--- src/rtl/fpu_types_pkg.sv ---
`default_nettype none
// ============================================================================
//  Module      : fpu_types_pkg
//  Description : Shared types, OP-FP funct5 codes and decode helpers for the
//                FP dispatch stage.
//                - dispatch_state_t     : issue FSM states
//                - fpu_dispatch_entry_t : one buffered op with its operands
//                - is_legal_fp_op()     : decoder select/funct5 legality
//                - is_long_fp_op()      : FDIV/FSQRT detection
//  Revision    : 1.0  initial release
// ============================================================================
package fpu_types_pkg;

  // Operand width carried in a dispatch entry (half precision in x-regs).
  localparam int unsigned c_FLEN = 16;

  // Decoder select encodings
  localparam logic [2:0] c_SEL_OP_FP  = 3'd0;
  localparam logic [2:0] c_SEL_FMADD  = 3'd1;
  localparam logic [2:0] c_SEL_FMSUB  = 3'd2;
  localparam logic [2:0] c_SEL_FNMADD = 3'd3;
  localparam logic [2:0] c_SEL_FNMSUB = 3'd4;

  // OP-FP funct5 codes accepted by the execute units
  localparam logic [4:0] FUNCT5_FADD    = 5'b00000;
  localparam logic [4:0] FUNCT5_FSUB    = 5'b00001;
  localparam logic [4:0] FUNCT5_FMUL    = 5'b00010;
  localparam logic [4:0] FUNCT5_FDIV    = 5'b00011;
  localparam logic [4:0] FUNCT5_FSQRT   = 5'b01011;
  localparam logic [4:0] FUNCT5_FSGNJ   = 5'b00100;
  localparam logic [4:0] FUNCT5_FMINMAX = 5'b00101;
  localparam logic [4:0] FUNCT5_FCVT_FF = 5'b01000;
  localparam logic [4:0] FUNCT5_FCMP    = 5'b10100;
  localparam logic [4:0] FUNCT5_FCVT_WH = 5'b11000;
  localparam logic [4:0] FUNCT5_FCVT_HW = 5'b11010;
  localparam logic [4:0] FUNCT5_FCLASS  = 5'b11100;

  typedef enum logic [0:0] {
    IDLE      = 1'b0,
    WAIT_LONG = 1'b1
  } dispatch_state_t;

  typedef struct packed {
    logic [2:0]        select;
    logic [4:0]        op;
    logic [2:0]        rm;
    logic [c_FLEN-1:0] rs1;
    logic [c_FLEN-1:0] rs2;
    logic [c_FLEN-1:0] rs3;
    logic [4:0]        rd;
  } fpu_dispatch_entry_t;

  // Fused ops are always legal; OP-FP is legal only for the listed funct5.
  function automatic logic is_legal_fp_op(input logic [2:0] sel, input logic [4:0] op);
    logic w_legal;
    w_legal = 1'b0;
    case (sel)
      c_SEL_OP_FP: begin
        case (op)
          FUNCT5_FADD, FUNCT5_FSUB, FUNCT5_FMUL, FUNCT5_FDIV, FUNCT5_FSQRT,
          FUNCT5_FSGNJ, FUNCT5_FMINMAX, FUNCT5_FCVT_FF, FUNCT5_FCMP,
          FUNCT5_FCVT_WH, FUNCT5_FCVT_HW, FUNCT5_FCLASS: w_legal = 1'b1;
          default:                                       w_legal = 1'b0;
        endcase
      end
      c_SEL_FMADD, c_SEL_FMSUB, c_SEL_FNMADD, c_SEL_FNMSUB: w_legal = 1'b1;
      default:                                              w_legal = 1'b0;
    endcase
    return w_legal;
  endfunction

  function automatic logic is_long_fp_op(input logic [2:0] sel, input logic [4:0] op);
    return (sel == c_SEL_OP_FP) && ((op == FUNCT5_FDIV) || (op == FUNCT5_FSQRT));
  endfunction

endpackage
`default_nettype wire

--- src/rtl/fpu_dispatch_fifo.sv ---
`default_nettype none
// ============================================================================
//  Module      : fpu_dispatch_fifo
//  Description : Synchronous FIFO of dispatch entries with flush.
//  Ports       : CLK, nRST (async active-low)
//                i_flush     - empties the FIFO next cycle, overrides push/pop
//                i_push      - write i_push_data (ignored when full)
//                i_pop       - drop head entry (ignored when empty)
//                o_head_data - head entry storage
//                o_count     - entries held (0..DEPTH)
//                o_empty / o_full
//  Revision    : 1.0  initial release
// ============================================================================
module fpu_dispatch_fifo
  import fpu_types_pkg::*;
#(
  parameter int  DEPTH   = 4,
  parameter type ENTRY_T = fpu_dispatch_entry_t
) (
  input  logic                     CLK,
  input  logic                     nRST,
  input  logic                     i_flush,
  input  logic                     i_push,
  input  ENTRY_T                   i_push_data,
  input  logic                     i_pop,
  output ENTRY_T                   o_head_data,
  output logic [$clog2(DEPTH):0]   o_count,
  output logic                     o_empty,
  output logic                     o_full
);

  localparam int              c_AW         = $clog2(DEPTH);
  localparam logic [c_AW:0]   c_FULL_COUNT = (c_AW + 1)'(DEPTH);

  ENTRY_T          r_mem [DEPTH];
  logic [c_AW-1:0] r_wr_ptr;
  logic [c_AW-1:0] r_rd_ptr;
  logic [c_AW:0]   r_count;
  logic            w_push;
  logic            w_pop;

  assign o_empty     = (r_count == '0);
  assign o_full      = (r_count == c_FULL_COUNT);
  assign o_count     = r_count;
  assign o_head_data = r_mem[r_rd_ptr];

  assign w_push = i_push && !o_full  && !i_flush;
  assign w_pop  = i_pop  && !o_empty && !i_flush;

  // DEPTH is a power of two, so pointers wrap by natural overflow.
  always_ff @(posedge CLK or negedge nRST) begin
    if (!nRST) begin
      r_wr_ptr <= '0;
      r_rd_ptr <= '0;
      r_count  <= '0;
    end else if (i_flush) begin
      r_wr_ptr <= '0;
      r_rd_ptr <= '0;
      r_count  <= '0;
    end else begin
      if (w_push) r_wr_ptr <= r_wr_ptr + 1'b1;
      if (w_pop)  r_rd_ptr <= r_rd_ptr + 1'b1;
      case ({w_push, w_pop})
        2'b10:   r_count <= r_count + 1'b1;
        2'b01:   r_count <= r_count - 1'b1;
        default: r_count <= r_count;
      endcase
    end
  end

  // Storage needs no reset: reads are only meaningful while non-empty.
  always_ff @(posedge CLK) begin
    if (w_push) r_mem[r_wr_ptr] <= i_push_data;
  end

endmodule
`default_nettype wire

--- src/rtl/fpu_dispatch_stage.sv ---
`default_nettype none
// ============================================================================
//  Module      : fpu_dispatch_stage
//  Description : Buffers decoded Zhinx FP ops, drops illegal OP-FP codes and
//                issues ops in order to execute. After FDIV/FSQRT is issued,
//                further issue waits for long_done.
//  Ports       : CLK, nRST (async active-low), flush (sync)
//                in_*        - decoded op from the decoder (valid/ready)
//                ex_*        - head op towards execute (valid/ready)
//                long_done   - divider/sqrt completion pulse
//                illegal_*   - one-cycle report of a dropped illegal op
//                occupancy   - entries currently buffered
//  Config      : `define FPU_DISPATCH_PERF_EN adds saturating counters
//                perf_full_stall, perf_long_stall, perf_illegal.
//  Note        : FLEN must equal fpu_types_pkg::c_FLEN (entry operand width).
//  Revision    : 1.0  initial release
// ============================================================================
module fpu_dispatch_stage
  import fpu_types_pkg::*;
#(
  parameter int DEPTH = 4,
  parameter int FLEN  = 16
) (
  input  logic                   CLK,
  input  logic                   nRST,
  input  logic                   flush,
  input  logic                   in_valid,
  output logic                   in_ready,
  input  logic [2:0]             in_select,
  input  logic [4:0]             in_op,
  input  logic [2:0]             in_rm,
  input  logic [FLEN-1:0]        in_rs1,
  input  logic [FLEN-1:0]        in_rs2,
  input  logic [FLEN-1:0]        in_rs3,
  input  logic [4:0]             in_rd,
  output logic                   ex_valid,
  input  logic                   ex_ready,
  output logic [2:0]             ex_select,
  output logic [4:0]             ex_op,
  output logic [2:0]             ex_rm,
  output logic [FLEN-1:0]        ex_rs1,
  output logic [FLEN-1:0]        ex_rs2,
  output logic [FLEN-1:0]        ex_rs3,
  output logic [4:0]             ex_rd,
  input  logic                   long_done,
  output logic                   illegal_valid,
  output logic [4:0]             illegal_rd,
  output logic [$clog2(DEPTH):0] occupancy
`ifdef FPU_DISPATCH_PERF_EN
  ,
  output logic [31:0]            perf_full_stall,
  output logic [31:0]            perf_long_stall,
  output logic [15:0]            perf_illegal
`endif
);

  dispatch_state_t     r_state;
  fpu_dispatch_entry_t w_in_entry;
  fpu_dispatch_entry_t w_head;
  logic                w_empty;
  logic                w_full;
  logic                w_accept;
  logic                w_legal;
  logic                w_push;
  logic                w_pop;
  logic                w_illegal_drop;
  logic                r_illegal_valid;
  logic [4:0]          r_illegal_rd;

  // Ready depends only on registered occupancy: a same-cycle pop does not
  // open a slot, keeping ex_ready off the in_ready path.
  assign in_ready = !w_full;
  assign w_accept = in_valid && in_ready;
  assign w_legal  = is_legal_fp_op(in_select, in_op);

  // Flush discards anything accepted in the same cycle, legal or not.
  assign w_push         = w_accept &&  w_legal && !flush;
  assign w_illegal_drop = w_accept && !w_legal && !flush;

  assign ex_valid = !w_empty && (r_state == IDLE);
  assign w_pop    = ex_valid && ex_ready && !flush;

  assign w_in_entry = '{select: in_select, op: in_op, rm: in_rm,
                        rs1: in_rs1, rs2: in_rs2, rs3: in_rs3, rd: in_rd};

  fpu_dispatch_fifo #(
    .DEPTH   (DEPTH),
    .ENTRY_T (fpu_dispatch_entry_t)
  ) u_fifo (
    .CLK         (CLK),
    .nRST        (nRST),
    .i_flush     (flush),
    .i_push      (w_push),
    .i_push_data (w_in_entry),
    .i_pop       (w_pop),
    .o_head_data (w_head),
    .o_count     (occupancy),
    .o_empty     (w_empty),
    .o_full      (w_full)
  );

  assign ex_select = w_head.select;
  assign ex_op     = w_head.op;
  assign ex_rm     = w_head.rm;
  assign ex_rs1    = w_head.rs1;
  assign ex_rs2    = w_head.rs2;
  assign ex_rs3    = w_head.rs3;
  assign ex_rd     = w_head.rd;

  // Issue FSM: a long op blocks issue until its completion pulse.
  always_ff @(posedge CLK or negedge nRST) begin
    if (!nRST) begin
      r_state <= IDLE;
    end else if (flush) begin
      r_state <= IDLE;
    end else begin
      case (r_state)
        IDLE:      if (w_pop && is_long_fp_op(w_head.select, w_head.op)) r_state <= WAIT_LONG;
        WAIT_LONG: if (long_done) r_state <= IDLE;
        default:   r_state <= IDLE;
      endcase
    end
  end

  always_ff @(posedge CLK or negedge nRST) begin
    if (!nRST) begin
      r_illegal_valid <= 1'b0;
      r_illegal_rd    <= '0;
    end else begin
      r_illegal_valid <= w_illegal_drop;
      if (w_illegal_drop) r_illegal_rd <= in_rd;
    end
  end

  assign illegal_valid = r_illegal_valid;
  assign illegal_rd    = r_illegal_rd;

`ifdef FPU_DISPATCH_PERF_EN
  logic [31:0] r_perf_full_stall;
  logic [31:0] r_perf_long_stall;
  logic [15:0] r_perf_illegal;

  // Saturating event counters; only reset clears them, flush does not.
  always_ff @(posedge CLK or negedge nRST) begin
    if (!nRST) begin
      r_perf_full_stall <= '0;
      r_perf_long_stall <= '0;
      r_perf_illegal    <= '0;
    end else begin
      if (in_valid && !in_ready && (r_perf_full_stall != '1))
        r_perf_full_stall <= r_perf_full_stall + 1'b1;
      if ((r_state == WAIT_LONG) && !w_empty && (r_perf_long_stall != '1))
        r_perf_long_stall <= r_perf_long_stall + 1'b1;
      if (w_illegal_drop && (r_perf_illegal != '1))
        r_perf_illegal <= r_perf_illegal + 1'b1;
    end
  end

  assign perf_full_stall = r_perf_full_stall;
  assign perf_long_stall = r_perf_long_stall;
  assign perf_illegal    = r_perf_illegal;
`endif

endmodule
`default_nettype wire
--- config.mk ---
export PLATFORM = sky130hd
export DESIGN_NAME = fpu_dispatch_stage
export DESIGN_NICKNAME = d
export VERILOG_FILES = /design/src/rtl/fpu_types_pkg.sv /design/src/rtl/fpu_dispatch_fifo.sv /design/src/rtl/fpu_dispatch_stage.sv
export SDC_FILE = /design/constraint.sdc
export NUM_CORES = 1
export LEC_CHECK = 0
export CORE_ASPECT_RATIO = 0.5
export CORE_MARGIN = 3
export CORE_UTILIZATION = 50
export DETAILED_ROUTE_END_ITERATION = 8
export PLACE_DENSITY = 0.74
export SETUP_SLACK_MARGIN = 0.5
export SYNTH_ARGS = -nofsm -noshare
export SYNTH_HDL_FRONTEND = slang
export SYNTH_SLANG_ARGS = --single-unit
--- constraint.sdc ---
create_clock -name CLK -period 4.43 [get_ports CLK]
set_clock_uncertainty 0.05 [all_clocks]
set_input_delay 1.329 -clock CLK [delete_from_list [all_inputs] [get_ports CLK]]
set_output_delay 1.329 -clock CLK [all_outputs]
set_load 0.01 [all_outputs]
# Word level (Yosys, flattened, before mapping)
# Memory sizes are Yosys's and may differ from the RTL's.
# Index checks and enable logic that the tools add are counted.
[classes] addsub=4 multipliers=0 n_div=0 magnitude_cmp=0 n_eq_ne=9 n_shift=0 n_mux=13 n_bitwise=1 n_reduce_logical=26
[op_table] op="1-bit logical AND" count=14
[op_table] op="3-bit logical NOT" count=3
[op_table] op="2-bit two-way mux" count=4
[op_table] op="3-bit by 2-bit == test with 1-bit output, second input constant" count=2
[op_table] op="3-bit == test, second input constant" count=2
[op_table] op="3-bit case mux with 2 select lines" count=1
[op_table] op="5-bit by 2-bit == test with 1-bit output, second input constant" count=1
[op_table] op="5-bit by 4-bit == test with 1-bit output, second input constant" count=1
[op_table] op="1-bit two-way mux" count=5
[op_table] op="2-bit by 1-bit adder with 2-bit output, second input constant" count=2
[op_table] op="1-bit logical NOT" count=4
[op_table] op="1-bit case mux with 2 select lines" count=2
[op_table] op="2-bit nonzero test" count=2
[op_table] op="4-bit OR reduction" count=1
[op_table] op="3-bit by 1-bit adder with 3-bit output, second input constant" count=1
[op_table] op="3-bit by 1-bit == test with 1-bit output, second input constant" count=1
[op_table] op="3-bit two-way mux" count=1
[op_table] op="3-bit nonzero test" count=1
[op_table] op="3-bit by 1-bit subtractor with 3-bit output, second input constant" count=1
[op_table] op="2-bit by 1-bit == test with 1-bit output, second input constant" count=1
[op_table] op="2-bit == test, second input constant" count=1
[op_table] op="1-bit logical OR" count=1
[op_table] op="1-bit NOT" count=1
[word_totals] ff_bits=14 latchBits=0 ram_bits=256 rom_bits=32 inputBits=70 output_inout_bits=75 wordCells=61 n_memories=2
[mem_list] memory="u_fifo.r_mem" words=4 word_bits=64 read_ports=1 rd_ports_with_merged_regs=0 write_ports=1 line="fpu_dispatch_fifo.sv:35" source="ENTRY_T r_mem [DEPTH];"
[mem_list] memory="(no name shown)" words=32 word_bits=1 read_ports=1 rd_ports_with_merged_regs=0 write_ports=0 line="fpu_types_pkg.sv:59" source="case (op)"

# Depth between registers and ports, before layout
# Gate-level depths: netlist of the first run.
[depth] word_depth=10 depth_mapped=12 ltp_nobuf=12

# Hierarchy
# From an unflattened synthesis of the first run, not the netlist that was laid out.
[hier_totals] cells_unflattened=435 area_unflattened_um2=10183.5
[modules_own_cells] mod="fpu_dispatch_fifo" n_inst=1 cells_per_inst=398 area_per_inst_um2=9785.6 seq_area_each_um2=7862.5
[modules_own_cells] mod="fpu_dispatch_stage" n_inst=1 cells_per_inst=37 area_per_inst_um2=397.9 seq_area_each_um2=175.2

# Worst setup path before layout of the first run
# OpenSTA, ideal clock, no wires.
[synth_path] path_type="input port to flip-flop" startpoint="input in_op[0]" endpoint="memory u_fifo.r_mem[1][0] (netlist name), enable pin" setup_ns=0.429 t_arrival_ns=3.967 required_time_ns=3.951 slack_ns=-0.016 stages=7 path_buffers=0 cell_sequence="inv_1 ha_1 and3b_1 a31oi_1 a21oi_1 nor2_1 and2_1"
[synth_between] elab_chain_cells=8
[synth_rtl] element="start: declaration" line="fpu_dispatch_stage.sv:30" source="input logic [4:0] in_op,"
[synth_rtl] element="memory read 32 x 1 bit"
[synth_rtl] element="1-bit case mux with 2 select lines" line="fpu_types_pkg.sv:57" source="case (sel)"
[synth_rtl] element="1-bit logical AND (2 in series)" line="fpu_dispatch_stage.sv:77" source="assign w_push = w_accept && w_legal && !flush;"
[synth_rtl] element="1-bit logical AND (2 in series)" line="fpu_dispatch_fifo.sv:47" source="assign w_push = i_push && !o_full && !i_flush;"
[synth_rtl] element="1-bit two-way mux" line="fpu_dispatch_fifo.sv:73" source="if (w_push) r_mem[r_wr_ptr] <= i_push_data;"
[synth_rtl] element="1-bit two-way mux (implied by the code)" line="fpu_dispatch_fifo.sv:73"
[synth_rtl] element="end: declaration" line="fpu_dispatch_fifo.sv:35"
# No other way between the ends.

# Worst setup path in the final report of the first run
[layout_path] startpoint="register u_fifo.r_rd_ptr[0]" endpoint="output ex_op[4]"
[layout_between] elab_chain_cells=1
[layout_rtl] element="start: declaration" line="fpu_dispatch_fifo.sv:37" source="logic [c_AW-1:0] r_rd_ptr;"
[layout_rtl] element="start signal: assignment" line="fpu_dispatch_fifo.sv:62" source="if (w_pop) r_rd_ptr <= r_rd_ptr + 1'b1;"
[layout_rtl] element="memory read 4 x 64 bit"
[layout_rtl] element="end: declaration" line="fpu_dispatch_stage.sv:39" source="output logic [4:0] ex_op,"
# No other way between the ends.

==> results by group, run 1 <==
Synthesis
  • Post-Synth Adder-Cell Area: less than 1%
  • Share of flip-flops with an asynchronous set or reset: 5.19%
  • Main combinational cell family by area after synthesis: multiplexers
  • Synthesis Warnings: 0
  • Mux contribution to synthesized area: between 15 and 20%
  • Syn_area_per_cell: around 24 um^2
  • Register area share after synthesis: roughly four fifths
  • Yosys reg bits: 270
  • Yosys top cell by area: edfxtp_1
  • XOR/XNOR Fraction of Synth Area: 0.174%
  • Post-Syn Area: approximately 10000 um^2
  • Simple-gate area share of the yosys netlist: under 10%
  • EDFF count, synth: 256
  • Post-Synthesis Cells: ~420
  • Post-synth top area share: about three quarters
  • Top_reg_cell synth: edfxtp_1
  • Top cells by area, synth: edfxtp_1 76%, mux4_2 14%, dfrtp_1 3.5%
  • Synth Area in Compound Gates: less than 1%
  • Post-synth cell types: 37
  • Syn_nets: roughly 500

Pwr
  • Comb pwr share: around a quarter
  • Clock power frac: 29.5%
  • Peak VDD IR: about 0.29 mV
  • Leakage power: about 4.1 nW
  • Sw Share: between 20% and 30%
  • Seq pwr share: 46.0%
  • Power Dens Cells: approximately 510 nW/um^2
  • Internal power: roughly 4.9 mW
  • P_sw: around 1.6 mW
  • Power, Total: 6.52 mW

Detailed routing
  • DRC: 0
  • Via count: roughly 4.9k
  • WL/cell: between 20 and 25 um
  • Mean number of vias per cell: 5.57
  • First drt pass iteration count: 5
  • Antenna viol nets, final: 0
  • Initial DRC count: ~330
  • Final wirelength: between 20000 and 25000 um

Worst setup path
  • Buf/Inv on CP: 2
  • CP Data Required Time: around 3.1 ns
  • CP max-delay cell: mux4_2
  • Crit-path cells: buf_6 > mux4_2 > clkdlybuf4s50_1
  • CP Class: reg -> out
  • Crit path launch type: register
  • Max Fanout on Critical Path: 20
  • CP Capture Type: output port
  • Delay-heaviest family, CP: buffers and inverters
  • Max stage delay on crit path: between 0.5 and 0.6 ns
  • Worst Path Arrival: 2.40 ns

GRT
  • Largest net degree at the start of global routing: 39
  • Gr ovfl total: 0
  • Total Routing Usage GR: 18.7%
  • Initial antenna violation count: 0
  • Vias in the first global route: between 5k and 6k
  • First-pass GRT wire length: 30700 um

Clock network
  • Worst skew pair latency: 0.51 ns
  • H-tree Lvls: 1
  • Hold buffer count at cts: 0
  • Total clock sinks: between 200 and 300
  • TritonCTS buffer count: 24
  • Clock Tree Buf Depth: 3
  • Worst-path clk slew: about 0.06 ns
  • TritonCTS clock tree: done
  • Root Driver: clkbuf_16

STA
  • Max Clock Freq: around 0.26 GHz
  • Slew Limit Fails: 0
  • Final Hold Viols: 0
  • RSZ-0062 raised after global routing: false
  • Slew headroom: approximately half
  • Fin Setup TNS: 0 ns
  • Final setup viols: 0
  • Crit share post-route: a little under nine tenths
  • Min Tclk post-route: between 3 and 4 ns
  • Hold slack: 0.453 ns
  • Least-Margin Pin Slew: 0.750 ns

Placed design
  • GPL Wtd Cong: about 0.73
  • Buffers added on ports: between 100 and 150
  • Cell count after placement: ~830
  • Post-DP HPWL: 12900 um

Layout
  • Most frequent cells in the layout: 256 x edfxtp_1, 144 x clkdlybuf4s50_1, 64 x mux4_2
  • Fraction of layout cells with a size suffix above 1: about 22%
  • Area grow syn2layout: 27.8%
  • Most common cell after layout, fill and taps aside: edfxtp_1
  • NumNets Final: 675
  • Finished Layout Cells: approximately 880
  • Antenna diodes: 0

Floorplanning
  • Die area: between 20000 and 25000 um^2
  • Ports: 145
  • FP Rows: 36
  • Chip height: between 100 and 150 um
  • Core area: slightly below 20000 um^2
  • Initial Util: about half
  • Die width: about 210 um

Job
  • Max_cap viols: 0

Outcome
  • Outcome: finished, final reports clean

Hold path
  • Hold Path Class: reg -> reg
==> sequential cells by signal, indices dropped and copies added (netlist names) <==
| signal | count |
|---|---|
| illegal_rd | 5 |
| u_fifo.r_mem | 256 |
| illegal_valid | 1 |
| u_fifo.o_count | 3 |
| u_fifo.r_rd_ptr | 2 |
| u_fifo.r_wr_ptr | 2 |
| r_state | 1 |
==> area by class of cell <==
type	count	area (um^2)
fillers	1310	6750
well taps	266	333
inverters	5	18.8
repair buffers	166	1790
multi-input cells	132	1970
flip-flops and latches	270	8050
clock buffers	31	668
clock inverters	12	61.3
==> power groups by stage <==
stage | Clock [mW] | Sequential [mW] | Combinational [mW]
after floorplan | 0 | 3.04 | 0.790
after global placement | 0 | 3.06 | 1.52
final | 1.93 | 3.00 | 1.59
after detailed placement | 0 | 3.07 | 1.53
after CTS | 1.96 | 3.01 | 1.55
after global routing | 2.08 | 3.01 | 1.70
==> per-stage QoR <==
stage / util (%) / area, um^2 / setup WS, ns
2_1_floorplan: - / 10100 / 0.671
3_3_place_gp: 61.4 / 12100 / 0.409
3_5_place_dp: 61.4 / 12100 / 0.370
4_1_cts: 65.3 / 12800 / 0.482
5_1_grt: 65.6 / 12900 / 0.554
6_report: 65.6 / 12900 / 0.652
==> synthesized netlist by cell type, drive strengths merged (3+ instances only) <==
| master | number |
|---|---|
| and2 | 5 |
| buf | 12 |
| clkbuf | 3 |
| dfrtp | 14 |
| edfxtp | 256 |
| ha | 5 |
| inv | 5 |
| mux2 | 7 |
| mux4 | 64 |
| nand2 | 5 |
| nand2b | 4 |
| nor2 | 8 |
| nor2b | 5 |
| nor3 | 3 |
==> path summary, 6_finish.rpt <==
check | startpoint | end | slack, ns | depth (start not counted)
hold reg to reg | illegal_rd[0]$_DFFE_PN0P_ | illegal_rd[0]$_DFFE_PN0P_ | 0.45 | 1
setup reg to reg | u_fifo.o_count[1]$_DFFE_PN0P_ | u_fifo.o_count[2]$_DFFE_PN0P_ | 2.12 | 9
max in group asynchronous | nRST | u_fifo.r_rd_ptr[1]$_DFFE_PN0P_ | 2.56 | 1
min in group asynchronous | nRST | illegal_rd[0]$_DFFE_PN0P_ | 1.21 | 1
setup / recovery | u_fifo.r_rd_ptr[0]$_DFFE_PN0P_ | ex_op[4] | 0.65 | 3
hold / removal | illegal_rd[0]$_DFFE_PN0P_ | illegal_rd[0]$_DFFE_PN0P_ | 0.45 | 1
==> layer usage <==
metal	vias up	GRT usage (%)	part of all wire, %
met1	2602	27.4	44
met3	24	2.81	4.0
met4	0	4.08	1.7
met5	-	0	0
met2	150	30.3	50
li1	2133	-	-
==> timing repair <==
action / 4_1_cts / 5_1_grt
setup endpoints to repair: 24 / 53
gates cloned: 0 / 1
pin swaps: 0 / 0
hold endpoints to repair: 0 / 0
setup buffers: 1 / 3
gates resized for setup: 2 / 0
==> logic make-up after synthesis <==
kind of cell	Yosys count
flops	270
simple gates	39
buf+inv	20
mux	73
xor+xnor	2
fa+ha+maj	6
compound gates	12
(Power assumes the default switching activity.)
==> inputs of run 2 (changes only) <==
--- a/config.mk
+++ b/config.mk
@@ -5,8 +5,9 @@
 export SDC_FILE = /design/constraint.sdc
 export NUM_CORES = 1
 export LEC_CHECK = 0
+export ABC_AREA = 1
 export CORE_ASPECT_RATIO = 0.5
-export CORE_MARGIN = 3
+export CORE_MARGIN = 5
 export CORE_UTILIZATION = 50
 export DETAILED_ROUTE_END_ITERATION = 8
 export PLACE_DENSITY = 0.74
==> results by group, run 2 <==
Outcome
  • Outcome: finished, final reports clean

GRT
  • Gr ovfl total: 0 (unchanged)
  • Total Routing Usage GR: 19.5% (+0.83 points)
  • Largest net degree at the start of global routing: 67 (+72%)
  • Vias in the first global route: 6654 (+29%)
  • Initial antenna violation count: 0 (unchanged)
  • First-pass GRT wire length: 36900 um (+21%)

Clock network
  • H-tree Lvls: 1 (unchanged)
  • Root Driver: clkbuf_16
  • TritonCTS buffer count: 24 (unchanged)
  • Worst skew pair latency: 0.50 ns (about the same)
  • Total clock sinks: 270 (unchanged)
  • TritonCTS clock tree: done
  • Hold buffer count at cts: 0 (unchanged)
  • Clock Tree Buf Depth: 3 (unchanged)
  • Worst-path clk slew: 0.07 ns (about the same)

Synthesis
  • Post-Syn Area: 10400 um^2 (+2.8%)
  • Syn_nets: 830 (+67%)
  • Synthesis Warnings: 0 (unchanged)
  • EDFF count, synth: 256 (unchanged)
  • Top_reg_cell synth: edfxtp_1
  • Share of flip-flops with an asynchronous set or reset: 5.19% (unchanged)
  • Top cells by area, synth: edfxtp_1 74%, o21ai_0 5.7%, nor2_1 4.3%
  • Register area share after synthesis: 77.5% (-2.2 points)
  • Yosys top cell by area: edfxtp_1
  • Post-Synthesis Cells: 754 (+79%)
  • Top post-synthesis cells by count: 256 x edfxtp_1, 120 x nor2_1, 119 x o21ai_0, 69 x nand2_1, 57 x o22ai_1
  • Cell with the most instances after synthesis: edfxtp_1
  • Post-synth cell types: 35 (-5.4%)
  • Post-synth top area share: 74.1% (-2.1 points)
  • Yosys reg bits: 270 (unchanged)
  • Syn_area_per_cell: 13.8 um^2 (-42%)

Job
  • Max_cap viols: 0 (unchanged)

Layout
  • Most frequent cells in the layout: 256 x edfxtp_1, 144 x clkdlybuf4s50_1, 119 x o21ai_0
  • Area grow syn2layout: 26.8%
  • Most common cell after layout, fill and taps aside: edfxtp_1
  • NumNets Final: 983 (+46%)
  • Fraction of layout cells with a size suffix above 1: 8.97% (-13 points)
  • FILL cells: 1481 (+13%)
  • Max reg flops: 256 (unchanged)
  • Largest register by flop count: u_fifo.r_mem
  • Antenna diodes: 0 (unchanged)
  • Fin util: 64.3% (-1.3 points)

Floorplanning
  • FP Rows: 37 (+2.8%)
  • Core area: 20500 um^2 (+4.2%)
  • Initial Util: 50.7% (-0.68 points)
  • Die width: 214 um (+3.3%)
  • Ports: 145 (unchanged)
  • Chip height: 112 um (+5.1%)
  • Die area: 23900 um^2 (+8.5%)

Detailed routing
  • Via count: 6584 (+34%)
  • Antenna viol nets, final: 0 (unchanged)
  • Final wirelength: 24000 um (+17%)
  • Mean number of vias per cell: 5.50 (-1.3%)
  • WL/cell: 20.0 um (-14%)
  • DRC: 0 (unchanged)
  • Initial DRC count: 650 (+100%)
  • First drt pass iteration count: 5 (unchanged)

STA
  • Max Clock Freq: 0.261 GHz (-1.5%)
  • Min Tclk post-route: 3.84 ns (+0.0578 ns)
  • Final setup viols: 0 (unchanged)
  • Slew headroom: 56.1% (+6.2 points)
  • Slew Limit Fails: 0 (unchanged)
  • Crit share post-route: 86.6% (+1.3 points)
  • RSZ-0062 raised after global routing: false
  • Final Hold Viols: 0 (unchanged)
  • Fin Setup TNS: 0 ns (unchanged)
  • Least-Margin Pin Slew: 0.657 ns (-0.0928 ns)
  • Setup WS post-layout: 0.594 ns (-0.0578 ns)

Placed design
  • Pre-CTS setup slack: 0.452 ns (+0.0824 ns)
  • GPL Wtd Cong: 0.766 (+4.4%)
  • Post-DP HPWL: 13200 um (+1.7%)
  • Buffers added on ports: 144 (unchanged)

Pwr
  • Power, Total: 5.53 mW (-15%)
  • Peak VDD IR: 0.247 mV (-15%)
  • Leakage power: 4.57 nW (+11%)
  • Power Dens Cells: 421 nW/um^2 (-17%)

Worst setup path
  • Crit path launch type: register
  • CP Class: reg -> out
  • CP Data Required Time: 3.05 ns (about the same)
  • Max Fanout on Critical Path: 42 (+110%)
  • Worst Path Arrival: 2.46 ns (+0.06 ns)
  • CP Capture Type: output port

Hold path
  • Hold Path Class: reg -> reg
==> run 2: cell types whose count changed after synthesis, sizes merged, moves of 4 or more <==
| cell | delta |
|---|---|
| and2 | -4 |
| nor2b | -5 |
| o22ai | +57 |
| o21ai | +119 |
| a21oi | +4 |
| mux4 | -64 |
| clkbuf | +25 |
| nand2 | +66 |
| mux2 | -7 |
| nand3 | +22 |
| inv | +23 |
| nand2b | -4 |
| nor2 | +114 |
==> run 2: repair_timing <==
item	4_1_cts	5_1_grt
endpoints found under the hold margin	0	0
pin swaps	0	1
cloned	2	1
gates resized for setup	6	4
buffers inserted	2	3
setup endpoints to repair	49	24
==> run 2: final cells by class <==
cell class	instances	area [um^2]	share of cell area, %
clock buffers	30	654	4.97
clock inverters	14	126	0.960
inverters	29	126	0.960
multi-input cells	414	2070	15.7
flip-flops and latches	270	8040	61.1
well taps	273	342	2.60
repair buffers	167	1790	13.6
repair inverters	1	8.76	0.0666
==> run 2: critical path: stages (launching register included) <==
cell             delay (ns)
dfrtp_4                0.60
inv_16                 0.16
buf_12                 0.22
o21ai_0                0.12
o22ai_1                0.22
clkdlybuf4s50_1        0.60
==> run 2: where the power goes <==
group / switching (mW) / leakage [nW] / internal [mW]
combinational: 0.313 / 1.69 / 0.274
clock: 0.885 / 0.386 / 1.17
sequential: 0.0272 / 2.50 / 2.86
total: 1.23 / 4.57 / 4.31
==> run 2: metrics by stage <==
stage,cells,hold slack (ns),instance area (um^2)
after detailed placement,1146,0.416,12200
after global routing,1198,0.456,13200
after floorplan,754,0.464,10400
after CTS,1194,0.434,13100
final,1198,0.427,13200
after global placement,1146,0.419,12200
==> run 2: layer usage <==
metal | vias to the layer above | track usage (%) | part of all wire (%)
met3 | 38 | 3.18 | 5.8
met2 | 216 | 32.9 | 50
met5 | - | 0 | 0
li1 | 3065 | - | -
met1 | 3265 | 26.7 | 43
met4 | 0 | 5.08 | 1.8
==> run 2: cells by family after synthesis <==
family	Yosys count	share of synthesized area, %
XOR/XNOR	1	0.0844
AND/OR/NAND/NOR	220	8.78
AO/OA/AOI/OAI	187	9.84
flip-flops	270	77.5
buffers and inverters	70	3.02
adder cells (fa/ha/maj)	6	0.796
==> run 2: path summary, 6_finish.rpt <==
check                                          startpoint                              to  slack [ns]  cells past startpoint
max reg2reg                 u_fifo.o_count[0]$_DFFE_PN0P_   u_fifo.o_count[2]$_DFFE_PN0P_        2.18                     14
max                        u_fifo.r_rd_ptr[0]$_DFFE_PN0P_                       ex_rs3[4]        0.59                      5
min                             illegal_rd[3]$_DFFE_PN0P_       illegal_rd[3]$_DFFE_PN0P_        0.43                      2
max in group asynchronous                            nRST  u_fifo.r_rd_ptr[0]$_DFFE_PN0P_        2.67                      1
min in group asynchronous                            nRST  u_fifo.r_rd_ptr[0]$_DFFE_PN0P_        1.17                      1
min reg2reg                     illegal_rd[3]$_DFFE_PN0P_       illegal_rd[3]$_DFFE_PN0P_        0.43                      2
